### src/rtl/tanimoto_job_ctrl.sv
// tanimoto_job_ctrl: run-level sequencer (threshold load, data run, pair drain).
// Optional DRAIN watchdog with o_Timeout: define TANIMOTO_JOB_WATCHDOG_EN.
module tanimoto_job_ctrl #(
  parameter int VECTOR_WIDTH   = 920,
  parameter int CNT_WIDTH      = $clog2(VECTOR_WIDTH),
  parameter int TBL_DEPTH      = VECTOR_WIDTH + 1,
  parameter int PAIR_CNT_WIDTH = 32
`ifdef TANIMOTO_JOB_WATCHDOG_EN
  ,
  parameter int TIMEOUT_CYCLES = 65535
`endif
) (
  input  logic                      ap_clk,
  input  logic                      ap_rst,
  input  logic                      i_Start,
  input  logic [CNT_WIDTH-1:0]      S_AXIS_CFG_tdata,
  input  logic                      S_AXIS_CFG_tvalid,
  output logic                      S_AXIS_CFG_tready,
  output logic [CNT_WIDTH-1:0]      o_BRAM_Addr,
  output logic [CNT_WIDTH-1:0]      o_BRAM_Din,
  output logic                      o_BRAM_En,
  output logic                      o_BRAM_WrEn,
  input  logic                      i_Data_Valid,
  input  logic                      i_Data_Last,
  output logic                      o_Data_Ready,
  output logic                      o_Pipe_Valid,
  input  logic                      i_Pipe_Read,
  input  logic                      i_Pair_Valid,
  input  logic                      i_Pair_Ready,
  input  logic                      i_Pair_Last,
  output logic                      o_Busy,
  output logic                      o_Done,
  output logic [PAIR_CNT_WIDTH-1:0] o_PairCount,
  output logic [2:0]                o_State
`ifdef TANIMOTO_JOB_WATCHDOG_EN
  ,
  output logic                      o_Timeout
`endif
);

  typedef enum logic [2:0] {
    S_IDLE  = 3'd0,
    S_LOAD  = 3'd1,
    S_RUN   = 3'd2,
    S_DRAIN = 3'd3,
    S_DONE  = 3'd4
  } state_t;

  logic [1:0]                rst_sync_q;
  logic                      rst_s;
  state_t                    state_q;
  logic [CNT_WIDTH-1:0]      cnt_q;
  logic [CNT_WIDTH-1:0]      cnt_d;
  logic [CNT_WIDTH-1:0]      addr_q;
  logic [CNT_WIDTH-1:0]      din_q;
  logic                      en_q;
  logic                      busy_q;
  logic                      done_q;
  logic                      last_q;
  logic [PAIR_CNT_WIDTH-1:0] pair_cnt_q;
  logic [PAIR_CNT_WIDTH-1:0] pair_cnt_d;

  logic in_load;
  logic in_run;
  logic cfg_hs;
  logic data_hs;
  logic pair_hs;
  logic pair_last_now;
  logic tbl_final;

  // Reset asserts at once, releases two ap_clk edges later.
  always_ff @(posedge ap_clk or posedge ap_rst) begin
    if (ap_rst) rst_sync_q <= 2'b11;
    else        rst_sync_q <= {rst_sync_q[0], 1'b0};
  end

  assign rst_s = rst_sync_q[1];

  assign in_load       = (state_q == S_LOAD);
  assign in_run        = (state_q == S_RUN);
  assign cfg_hs        = in_load & S_AXIS_CFG_tvalid;
  assign data_hs       = in_run & i_Data_Valid & i_Pipe_Read & i_Data_Last;
  assign pair_hs       = (in_run | (state_q == S_DRAIN))
                         & i_Pair_Valid & i_Pair_Ready;
  assign pair_last_now = pair_hs & i_Pair_Last;
  assign tbl_final     = (cnt_q == CNT_WIDTH'(TBL_DEPTH - 1));
  assign cnt_d         = cnt_q + CNT_WIDTH'(1);
  assign pair_cnt_d    = (pair_cnt_q == '1) ? pair_cnt_q
                         : pair_cnt_q + PAIR_CNT_WIDTH'(1);

`ifdef TANIMOTO_JOB_WATCHDOG_EN
  localparam int WD_W = $clog2(TIMEOUT_CYCLES + 1);
  logic [WD_W-1:0] wd_q;
  logic [WD_W-1:0] wd_d;
  logic            timeout_q;
  logic            wd_hit;

  assign wd_d      = pair_hs ? '0 : wd_q + WD_W'(1);
  assign wd_hit    = (wd_d == WD_W'(TIMEOUT_CYCLES));
  assign o_Timeout = timeout_q;
`endif

  // Job FSM with registered BRAM port, status and pair counter.
  always_ff @(posedge ap_clk or posedge rst_s) begin
    if (rst_s) begin
      state_q    <= S_IDLE;
      cnt_q      <= '0;
      addr_q     <= '0;
      din_q      <= '0;
      en_q       <= 1'b0;
      busy_q     <= 1'b0;
      done_q     <= 1'b0;
      last_q     <= 1'b0;
      pair_cnt_q <= '0;
`ifdef TANIMOTO_JOB_WATCHDOG_EN
      wd_q       <= '0;
      timeout_q  <= 1'b0;
`endif
    end else begin
      en_q   <= 1'b0;
      done_q <= 1'b0;
      if (pair_hs) pair_cnt_q <= pair_cnt_d;
      if (pair_last_now) last_q <= 1'b1;
      case (state_q)
        S_IDLE: begin
          if (i_Start) begin
            state_q    <= S_LOAD;
            busy_q     <= 1'b1;
            cnt_q      <= '0;
            last_q     <= 1'b0;
            pair_cnt_q <= '0;
`ifdef TANIMOTO_JOB_WATCHDOG_EN
            timeout_q  <= 1'b0;
`endif
          end
        end
        S_LOAD: begin
          if (cfg_hs) begin
            addr_q <= cnt_q;
            din_q  <= S_AXIS_CFG_tdata;
            en_q   <= 1'b1;
            cnt_q  <= cnt_d;
            if (tbl_final) state_q <= S_RUN;
          end
        end
        S_RUN: begin
          if (data_hs) begin
            state_q <= S_DRAIN;
`ifdef TANIMOTO_JOB_WATCHDOG_EN
            wd_q    <= '0;
`endif
          end
        end
        S_DRAIN: begin
          if (last_q | pair_last_now) begin
            state_q <= S_DONE;
            busy_q  <= 1'b0;
            done_q  <= 1'b1;
          end
`ifdef TANIMOTO_JOB_WATCHDOG_EN
          else if (wd_hit) begin
            state_q   <= S_DONE;
            busy_q    <= 1'b0;
            done_q    <= 1'b1;
            timeout_q <= 1'b1;
          end
          wd_q <= wd_d;
`endif
        end
        S_DONE: begin
          state_q <= S_IDLE;
        end
        default: begin
          state_q <= S_IDLE;
          busy_q  <= 1'b0;
        end
      endcase
    end
  end

  assign S_AXIS_CFG_tready = in_load;
  assign o_Pipe_Valid      = in_run & i_Data_Valid;
  assign o_Data_Ready      = in_run & i_Pipe_Read;
  assign o_BRAM_Addr       = addr_q;
  assign o_BRAM_Din        = din_q;
  assign o_BRAM_En         = en_q;
  assign o_BRAM_WrEn       = en_q;
  assign o_Busy            = busy_q;
  assign o_Done            = done_q;
  assign o_PairCount       = pair_cnt_q;
  assign o_State           = state_q;

endmodule

### config.mk
export PLATFORM = sky130hd
export DESIGN_NAME = tanimoto_job_ctrl
export DESIGN_NICKNAME = d
export VERILOG_FILES = /design/src/rtl/tanimoto_job_ctrl.sv
export SDC_FILE = /design/constraint.sdc
export NUM_CORES = 1
export LEC_CHECK = 0
export CAP_MARGIN = 10
export CORE_MARGIN = 3
export CORE_UTILIZATION = 40
export DETAILED_ROUTE_END_ITERATION = 6
export PLACE_DENSITY = 0.66
export SLEW_MARGIN = 30
export SYNTH_ARGS = -nofsm -noshare
export SYNTH_HDL_FRONTEND = slang
export SYNTH_SLANG_ARGS = --single-unit
### constraint.sdc
create_clock -name ap_clk -period 4.2 [get_ports ap_clk]
set_input_delay 0.42 -clock ap_clk [delete_from_list [all_inputs] [get_ports ap_clk]]
set_output_delay 0.42 -clock ap_clk [all_outputs]
set_load 0.05 [all_outputs]
==> flow_summary.ini <==
[sta]
tightest_slew_ns = 0.932
hold_viol = 0
worst_hold_margin_ns = 0.307
achievable-frequency_mhz = 364
fin_tns_setup_ns = 0
final-max-slew-violation-count = 0
worst_slew_margin_rel_pct = 37.6
fin_crit_ns = 2.74
finalSetupViolations = 0
worst_clock_skew_ns = 0.00996
min_period_over_period_pct = 65.3
grt_setup_unrepaired = no

[yosys]
share_of_the_yosys_chip_area_belonging_to_registers_pct = 49.5
synthesis.nets = 359
syn_area_um2 = 3600
synthesis.area_per_instance_um2 = 10.7
synth.ff_latch_count = 71
synth_top_flop_cell = sky130_fd_sc_hd__dfrtp_1
number_of_enable_flip_flop_cells_after_synthesis = 0
synthesis.yosys.warnings = 0
async_flop_share_pct = 100
synthCells = 336
yosysUniqueCellTypes = 59

[worst_setup_path]
timing.critical_path.required_ns = 3.78
data_arrival_time_of_the_critical_path_ns = 2.32
critPathLaunch = o_State[1]$_DFFE_PP0P_
worst_r2r_endpoint = o_PairCount[30]$_DFF_PP0_
critical_path_peak_fanout = 13
reg2regPathDepth = 6
timing.critical_path.to_type = primary output
critical_path_class = reg2out
setup.worst_path.start_class = flop
worst_r2r_startpoint = o_PairCount[0]$_DFF_PP0_
r2r_slack_ns = 1.84

[finish]
insertedDiodeCount = 0
layout-area-overhead-vs-synth_pct = 30.5
final_cells = 527
final_util_pct = 55.5
mostFrequentLayoutCells = sky130_fd_sc_hd__clkdlybuf4s50_1, sky130_fd_sc_hd__dfrtp_1, sky130_fd_sc_hd__nand2_1, sky130_fd_sc_hd__mux2_2
nets = 440
most_common_library_cell_in_the_layout_ignoring_fill_and_taps = sky130_fd_sc_hd__clkdlybuf4s50_1
share_of_cells_above_drive_strength_1_pct = 14.2
nFillCells = 742

[drt]
vias = 2911
post_drt_via_cell_ratio = 5.52
routed_wl_mm = 8.15
drt_pass1_iterations = 4
antenna_violating_nets_post_route = 0
routedWlPerCell_um = 15.5
remaining_drc_errors = 0
detailedRoute.firstIterationViolations = 109

[clock_network]
cts.sink_count = 71
cts_made_buffers = 9
clock_latency_ns = 0.35
cts_root_buffer = sky130_fd_sc_hd__clkbuf_8
clock_path_buffers = 2
tritoncts = yes
cts_post_setup_buffers_inserted = 0
hold_buffers = 0
clock_pin_slew_on_the_worst_setup_and_hold_paths_ns = 0.07
number_of_gates_given_a_new_drive_strength_after_cts = 0
cts.htree.levels = 3

[grt]
globalRouteOverflowTotal = 0
grt_antenna_before_repair = 0
maximum_number_of_pins_on_one_net_before_global_route_repair = 45
vias_in_the_first_global_route = 2928
global_route.usage.total_pct = 17.2
grt_pass1_wl_mm = 13.9

[pwr]
leakage_uw = 0.00202
intPower_uw = 1140
share_of_total_power_in_combinational_logic_pct = 22.6
power_switching_share_pct = 32.8
vdd_ir_drop_max_mv = 0.329
power-per-cell-area_nw_per_um2 = 360
pwr-share-clk_pct = 30.2
net-switching-power_uw = 554
sequentialPowerShare_pct = 47.1

[floorplan]
fp.dieArea_um2 = 10200
placeableCoreArea_um2 = 8460
chipHeight_um = 101
initial_core_util_pct = 42.5
core.rowCount = 33
die_x_um = 101
io-pin-count = 82

[status]
run_status = finished, final reports clean

[place]
post_place_cells = 511
place.port_buffers = 81
dp_hpwl_mm = 5.87
gp_routability_congestion = 0.770

[job]
max-cap-violations = 0

[min_path]
worst_hold_path_type = reg2async
## logic make-up after synthesis
| group | count (synthesis) | share of synthesized area (%) |
|---|---|---|
| fa+ha+maj | 4 | 1.32 |
| buf+inv | 22 | 2.68 |
| simple gates | 145 | 24.9 |
| mux | 27 | 8.25 |
| other cells | 1 | 0.104 |
| compound gates | 55 | 10.6 |
| flops | 71 | 49.5 |
| xor+xnor | 11 | 2.68 |
## critical path: stages, from the launching register on
cell and delay, ns:
sky130_fd_sc_hd__dfrtp_1 0.67, sky130_fd_sc_hd__nor2b_1 0.31, sky130_fd_sc_hd__and3b_1 0.19, sky130_fd_sc_hd__clkdlybuf4s50_1 0.81
## layer usage
metal,track usage [%],wire length [um],vias to the layer above
met5,0,0,-
met4,4.46,82,0
met3,5.67,465,11
met2,28.9,4050,70
met1,21.3,3560,1424
li1,-,-,1406
## per-stage QoR
step / power, uW / cell area [um2] / worst slack [ns]
after CTS: 1710 / 4690 / 1.43
final: 1690 / 4690 / 1.46
after global placement: 1190 / 4510 / 1.64
after global routing: 1780 / 4690 / 1.30
after floorplan: 1060 / 3600 / 1.62
after detailed placement: 1200 / 4510 / 1.57
## power groups by stage
stage          combinational, uW  sequential [uW]  clock (uW)
3_5_place_dp                 386              810           0
6_report                     383              797         511
3_3_place_gp                 383              809           0
2_1_floorplan                117              938           0
5_1_grt                      409              807         562
4_1_cts                      389              798         524
## registers in the layout, indices dropped and copies added (netlist names)
register,count
last_q,1
o_BRAM_Din,10
rst_sync_q,2
o_PairCount,32
o_State,3
o_Done,1
o_BRAM_En,1
cnt_q,10
o_BRAM_Addr,10
o_Busy,1
## how the worst max path moves through the flow
stage | end | slack [ns] | cells after the start
2_1_floorplan | S_AXIS_CFG_tready | 1.62 | 2
3_3_place_gp | cnt_q[9]$_DFFE_PP0P_ | 1.64 | 6
3_5_place_dp | cnt_q[9]$_DFFE_PP0P_ | 1.57 | 6
4_1_cts | o_Data_Ready | 1.43 | 3
5_1_grt | o_Data_Ready | 1.30 | 3
6_report | o_Data_Ready | 1.46 | 3
## layout make-up
class                      count  area, um2  area share [%]
clock buffer                  11        151            3.22
clock inverter                 5       31.3           0.666
inverter                       8       32.5           0.693
multi-input combinational    243       1740            37.0
sequential                    71       1780            37.9
tap                          105        131            2.80
timing repair buffer          84        833            17.8
## Yosys cell counts (all sizes together) (2+ instances only)
| master | count | share of area [%] |
|---|---|---|
| o21ai | 12 | 1.7 |
| dfstp | 2 | 1.5 |
| clkbuf | 5 | 0.52 |
| xnor2 | 4 | 0.97 |
| or3 | 8 | 1.4 |
| o41ai | 3 | 0.73 |
| mux2i | 6 | 1.7 |
| nor2 | 20 | 2.1 |
| nand2 | 33 | 3.4 |
| or3b | 2 | 0.49 |
| nand4b | 2 | 0.90 |
| and2 | 2 | 0.35 |
| mux2 | 21 | 6.6 |
| buf | 9 | 1.3 |
| a21oi | 19 | 2.6 |
| o31ai | 7 | 2.2 |
| nand3 | 21 | 3.1 |
| or4 | 8 | 1.8 |
| inv | 8 | 0.84 |
| nor2b | 3 | 0.52 |
| dfrtp | 69 | 48 |
| nor3 | 5 | 1.1 |
| xor2 | 7 | 1.7 |
| nand2b | 4 | 0.70 |
| and3 | 9 | 1.6 |
| and4 | 5 | 1.2 |
| and3b | 2 | 0.49 |
| ha | 3 | 1.0 |
| o211ai | 3 | 0.63 |
| a31oi | 4 | 0.70 |
| nor4 | 3 | 0.94 |
| nand4 | 11 | 2.7 |
Note: power is estimated with default switching activity, not from simulation.
